File: config.mk
export PLATFORM = sky130hd
export DESIGN_NAME = dmem_arbiter
export DESIGN_NICKNAME = d
export VERILOG_FILES = /design/src/rtl/dmem_arbiter_pkg.sv /design/src/rtl/dmem_addr_check.sv /design/src/rtl/dmem_arbiter.sv
export SDC_FILE = /design/constraint.sdc
export NUM_CORES = 1
export LEC_CHECK = 0
export CORE_AREA = 2 2 122 124
export CTS_CLUSTER_DIAMETER = 100
export DETAILED_ROUTE_END_ITERATION = 8
export DIE_AREA = 0 0 124 126
export GPL_TIMING_DRIVEN = 0
export PLACE_DENSITY = 0.58
export SLEW_MARGIN = 25
export SYNTH_ARGS = -nofsm -noshare
export SYNTH_HDL_FRONTEND = slang
export SYNTH_SLANG_ARGS = --single-unit
export TNS_END_PERCENT = 20
File: constraint.sdc
create_clock -name clk -period 2.65 [get_ports clk]
set_input_delay 0.795 -clock clk [delete_from_list [all_inputs] [get_ports clk]]
set_output_delay 0.795 -clock clk [all_outputs]
set_load 0.02 [all_outputs]
File: src/rtl/dmem_arbiter_pkg.sv
// Shared data-memory map: segment defaults, arbiter owner encoding and the
// segment membership helper used by address decoders.
package dmem_arbiter_pkg;

    localparam logic [31:0] DMEM_DATA_START = 32'h1000_0000;
    localparam logic [31:0] DMEM_DATA_WORDS = 32'h0004_0000;

    typedef enum logic [1:0] {
        IDLE = 2'd0,
        OWN0 = 2'd1,
        OWN1 = 2'd2
    } owner_t;

    typedef enum logic {
        WIN_M0 = 1'b0,
        WIN_M1 = 1'b1
    } winner_t;

    // 34-bit compare so a segment ending at 4 GiB cannot wrap.
    function automatic logic in_segment(input logic [31:0] addr,
                                        input logic [31:0] base,
                                        input logic [31:0] words);
        logic [33:0] lo;
        logic [33:0] hi;
        logic [33:0] a;
        lo = {2'b00, base};
        hi = lo + {words, 2'b00};
        a  = {2'b00, addr};
        return (a >= lo) && (a < hi);
    endfunction

endpackage

File: src/rtl/dmem_addr_check.sv
// Data-segment range check: valid when addr lies inside the configured segment.
module dmem_addr_check
    import dmem_arbiter_pkg::*;
#(
    parameter logic [31:0] DATA_START = DMEM_DATA_START,
    parameter logic [31:0] DATA_WORDS = DMEM_DATA_WORDS
) (
    input  logic [31:0] addr,
    output logic        valid
);

    assign valid = in_segment(addr, DATA_START, DATA_WORDS);

endmodule

File: src/rtl/dmem_arbiter.sv
// Two-master data-memory arbiter: round-robin with an m1 burst lock, registered
// grants, and a shared combinational memory port driven by the current owner.
module dmem_arbiter
    import dmem_arbiter_pkg::*;
#(
    parameter logic [31:0] DATA_START = DMEM_DATA_START,
    parameter logic [31:0] DATA_WORDS = DMEM_DATA_WORDS,
    parameter int unsigned MAX_LOCK   = 16
) (
    input  logic        clk,
    input  logic        reset,
    input  logic        m0_req,
    input  logic [31:0] m0_addr,
    input  logic [31:0] m0_wdata,
    input  logic        m0_word_we,
    input  logic        m0_byte_we,
    input  logic        m1_req,
    input  logic [31:0] m1_addr,
    input  logic [31:0] m1_wdata,
    input  logic        m1_word_we,
    input  logic        m1_byte_we,
    input  logic        m1_lock,
    output logic        m0_gnt,
    output logic        m1_gnt,
    output logic [31:0] m0_rdata,
    output logic [31:0] m1_rdata,
    output logic        m0_err,
    output logic        m1_err,
    output logic [31:0] mem_addr,
    output logic [31:0] mem_wdata,
    output logic        mem_word_we,
    output logic        mem_byte_we,
    input  logic [31:0] mem_rdata,
    output logic [15:0] conflict_cnt
);

    localparam int unsigned       LOCK_W     = $clog2(MAX_LOCK + 1);
    localparam logic [LOCK_W-1:0] LOCK_LIMIT = LOCK_W'(MAX_LOCK - 1);

    owner_t            owner, next_owner;
    winner_t           last_winner, next_winner;
    logic [LOCK_W-1:0] lock_cnt, next_lock;
    logic [15:0]       next_conflict;
    logic              lock_hold;

    logic              sel_req;
    logic [31:0]       sel_addr;
    logic [31:0]       sel_wdata;
    logic              sel_word_we;
    logic              sel_byte_we;
    logic              addr_ok;

    always_ff @(posedge clk) begin
        if (reset) begin
            owner        <= IDLE;
            last_winner  <= WIN_M1;
            lock_cnt     <= '0;
            conflict_cnt <= '0;
        end else begin
            owner        <= next_owner;
            last_winner  <= next_winner;
            lock_cnt     <= next_lock;
            conflict_cnt <= next_conflict;
        end
    end

    always_comb begin
        next_owner    = IDLE;
        next_lock     = '0;
        next_winner   = last_winner;
        next_conflict = conflict_cnt;
        lock_hold     = (owner == OWN1) && m1_req && m1_lock && (lock_cnt < LOCK_LIMIT);

        if (lock_hold) begin
            next_owner = OWN1;
            next_lock  = lock_cnt + 1'b1;
        end else begin
            // An expired lock with m0 waiting always falls through to OWN0:
            // owning OWN1 implies last_winner is m1, so round-robin picks m0.
            unique case ({m1_req, m0_req})
                2'b01:   next_owner = OWN0;
                2'b10:   next_owner = OWN1;
                2'b11:   next_owner = (last_winner == WIN_M1) ? OWN0 : OWN1;
                default: next_owner = IDLE;
            endcase
            if ((owner == OWN1) && (next_owner == OWN1) && m1_lock)
                next_lock = lock_cnt;
        end

        if (next_owner == OWN0)
            next_winner = WIN_M0;
        else if (next_owner == OWN1)
            next_winner = WIN_M1;

        if (m0_req && m1_req && (conflict_cnt != 16'hFFFF))
            next_conflict = conflict_cnt + 16'd1;
    end

    always_comb begin
        sel_req     = 1'b0;
        sel_addr    = '0;
        sel_wdata   = '0;
        sel_word_we = 1'b0;
        sel_byte_we = 1'b0;
        unique case (owner)
            OWN0: begin
                sel_req     = m0_req;
                sel_addr    = m0_addr;
                sel_wdata   = m0_wdata;
                sel_word_we = m0_word_we;
                sel_byte_we = m0_byte_we;
            end
            OWN1: begin
                sel_req     = m1_req;
                sel_addr    = m1_addr;
                sel_wdata   = m1_wdata;
                sel_word_we = m1_word_we;
                sel_byte_we = m1_byte_we;
            end
            default: ;
        endcase
    end

    dmem_addr_check #(
        .DATA_START(DATA_START),
        .DATA_WORDS(DATA_WORDS)
    ) u_addr_check (
        .addr (sel_addr),
        .valid(addr_ok)
    );

    always_comb begin
        m0_gnt      = (owner == OWN0);
        m1_gnt      = (owner == OWN1);
        m0_rdata    = m0_gnt ? mem_rdata : '0;
        m1_rdata    = m1_gnt ? mem_rdata : '0;
        m0_err      = m0_gnt && !addr_ok;
        m1_err      = m1_gnt && !addr_ok;
        mem_addr    = sel_req ? sel_addr  : '0;
        mem_wdata   = sel_req ? sel_wdata : '0;
        // Dropped req aborts the access; word enable masks byte enable.
        mem_word_we = sel_req && sel_word_we && addr_ok;
        mem_byte_we = sel_req && sel_byte_we && !sel_word_we && addr_ok;
    end

endmodule
==> flow_summary.ini <==
[timing]
rsz0062_at_grt = yes
fin_skew_ns = 0.000935
drv_slew = 0
min_period_ns = 2.81
final-hold-violation-count = 0
whs_ns = 0.520
setup_violations = 4
fin_setup_tns_ns = -0.468
finalCritPeriodShare = 1.06
max-slew-margin-rel = 0.648
fin_ws_ns = -0.160
fmax_ghz = 0.356
worst_slew_pin_slew_ns = 0.528

[pwr]
power_switching_uw = 443
seqPwrFrac = 0.272
p_sw_frac = 0.320
finalPower_uw = 1380
power_density_nw_per_um2 = 226
vdd_drop_max_mv = 0.182
combPwrFrac = 0.494
cell_internal_pwr_uw = 940
clkPwrFrac = 0.235
power.leakage_uw = 0.00259

[job]
cap_violations = 0

[die]
row_count = 44
die_w_um = 124
start_util = 0.187
core_area_sq_um = 14300
dieArea_sq_um = 15600
ios = 319
die_y_um = 126

[clocking]
htreeDepth = 1
clk_latency_ns = 0.25
clk_path_buf_depth = 2
tritoncts = done
hold_buffers = 0
clock_sinks = 24
cts_buffers = 3
clk_pin_slew_worst_paths_ns = 0.06
clockRootBuffer = clkbuf_16

[detailed_routing]
routed_wl_mm = 17.5
num_vias = 4296
routed_via_density = 4.74
wl_per_cell_um = 19.3
first_pass_iters = 5
drt_iter0_drc = 179
drt.antenna.violating_nets = 0
route.detailed.drc = 0

[global_route]
grt-ovfl-total = 0
grt_pass1_vias = 4343
grt_antenna_before_repair = 4
grt_pass1_wl_mm = 25.1
grt_max_degree = 13
grt.total_usage = 0.207

[logic_synthesis]
syn_nets = 566
yosysSeqAreaShare = 0.180
post_synth.cell_area_avg_sq_um = 6.81
ys_seq_elements = 24
ys.flop_type = dfxtp_1
synthesis.area_sq_um = 2670
yosysUniqueCellTypes = 46
synth_cells = 392
synthArstFlopShare = 0
synth_top_area_frac = 0.180
synth-edff-count = 0
yosysWarnings = 0
yosysTopAreaCell = dfxtp_1
synth_area_leaders = dfxtp_1 18%, a22oi_1 18%, and2_1 15%, nor2_1 9.7%, a21oi_1 4.1%

[finish]
drive_gt1_frac = 0.240
seq_area_sq_um = 482
multi_input_area_sq_um = 2190
fillers = 1527
area_delta_synth_final_pct = 129
fin_nets = 896

[critical_path]
critPathLaunchType = input pin
worstPathRequired_ns = 1.86
cp_max_fo = 2
critPathCaptureType = output port
worstSetupPathType = in -> out
critPathArrivalTime_ns = 2.02

[run_status]
violations = negative setup slack
status = finished, violations left

[placement]
place.port_buffers = 318
hpwl_mm = 14.5
place_congestion = 0.897
dp_slack_ns = -1.41

[min_path]
hp-class = reg -> reg
## power groups by stage
stage | Combinational [uW] | Sequential (uW) | Clock, uW
3_3_place_gp | 673 | 383 | 0
3_5_place_dp | 679 | 383 | 0
2_1_floorplan | 245 | 384 | 0
6_report | 683 | 376 | 325
5_1_grt | 730 | 377 | 338
4_1_cts | 677 | 376 | 328
## layer usage
layer  track usage  vias to the layer above  share of wire
met5             0                        -         0.0022
met4        0.0337                        6          0.016
met3        0.0584                       26          0.089
met2         0.387                      162           0.51
met1         0.233                     2015           0.38
li1              -                     2087              -
## layout by cell type, fill, tap and decap left out, types with 10 or more instances in the layout
cell type        Yosys  layout
dfxtp_1             24      23
buf_6                2      10
clkdlybuf4s15_1      0      15
nor2_1              69      58
clkdlybuf4s50_1      0     160
clkbuf_2             0      12
buf_4                0      39
buf_2                3      58
a22oi_1             64      63
and2_1              65      65
a21oi_1             22      21
nand2_1             13      13
dlygate4sd2_1        0      52
## area by class of cell
cell class | instances | share of cell area
Timing Repair Buffer | 326 | 0.467
Multi-Input combinational cell | 326 | 0.359
Sequential cell | 24 | 0.0788
Buffer | 33 | 0.0401
Tap cell | 184 | 0.0377
Clock buffer | 3 | 0.0123
Inverter | 8 | 0.00492
Antenna cell | 2 | 0.000819
## repair_timing
action,4_1_cts,5_1_grt
setup buffers,8,0
gates resized for setup,507,73
endpoints found under the setup margin,132,72
pin swaps,12,12
## stage by stage
step | util | instances | area [sq um]
after floorplan | - | 392 | 2680
after global placement | 0.426 | 894 | 6090
after detailed placement | 0.426 | 894 | 6090
after CTS | 0.421 | 904 | 6030
after global routing | 0.427 | 905 | 6110
final | 0.427 | 906 | 6110
## flip-flops by register name (all words and copies together), names as in the netlist
name	cells
conflict_cnt	16
last_winner	1
lock_cnt	5
owner	2
## logic make-up (layout without fill, tap and decap cells)
logic type      count (synthesis)  in the layout  share of synthesized area
buf+inv                        42            370                     0.0693
mux                             4              4                     0.0155
simple gates                  203            203                      0.413
flops                          24             24                      0.180
compound gates                114            114                      0.299
other cells                     0              2                          0
fa+ha+maj                       5              5                     0.0234
## final timing paths
path | cells past startpoint | slack (ns) | to | start
max | 6 | -0.16 | mem_byte_we | m0_addr[20]
min | 1 | 0.52 | lock_cnt[2]$_SDFFE_PP0P_ | lock_cnt[2]$_SDFFE_PP0P_
max reg2reg | 5 | 0.49 | conflict_cnt[0]$_SDFFE_PP0P_ | conflict_cnt[0]$_SDFFE_PP0P_
min reg2reg | 1 | 0.52 | lock_cnt[2]$_SDFFE_PP0P_ | lock_cnt[2]$_SDFFE_PP0P_
## critical path, cell delays in order
cell and delay, ns:
dlygate4sd2_1 0.26, nor2_2 0.17, a31o_2 0.23, o2111ai_4 0.15, a221oi_2 0.21, buf_4 0.20
## synth_stat cells (all sizes together) (2+ instances only)
master / number
a31oi: 2
a41oi: 2
nor4: 5
nor4b: 2
inv: 8
nand3b: 3
a22oi: 64
clkbuf: 21
and4: 4
o31ai: 2
nor3: 6
nor2b: 2
buf: 12
and2: 67
o21a: 2
dfxtp: 24
or4: 3
nand2: 14
o21ai: 9
or3: 7
nand3: 6
a21oi: 22
nor2: 69
mux2i: 3
ha: 5
a211oi: 3
o2111ai: 2
a311oi: 2
nand4: 9
and3: 5
(Power assumes the default switching activity.)
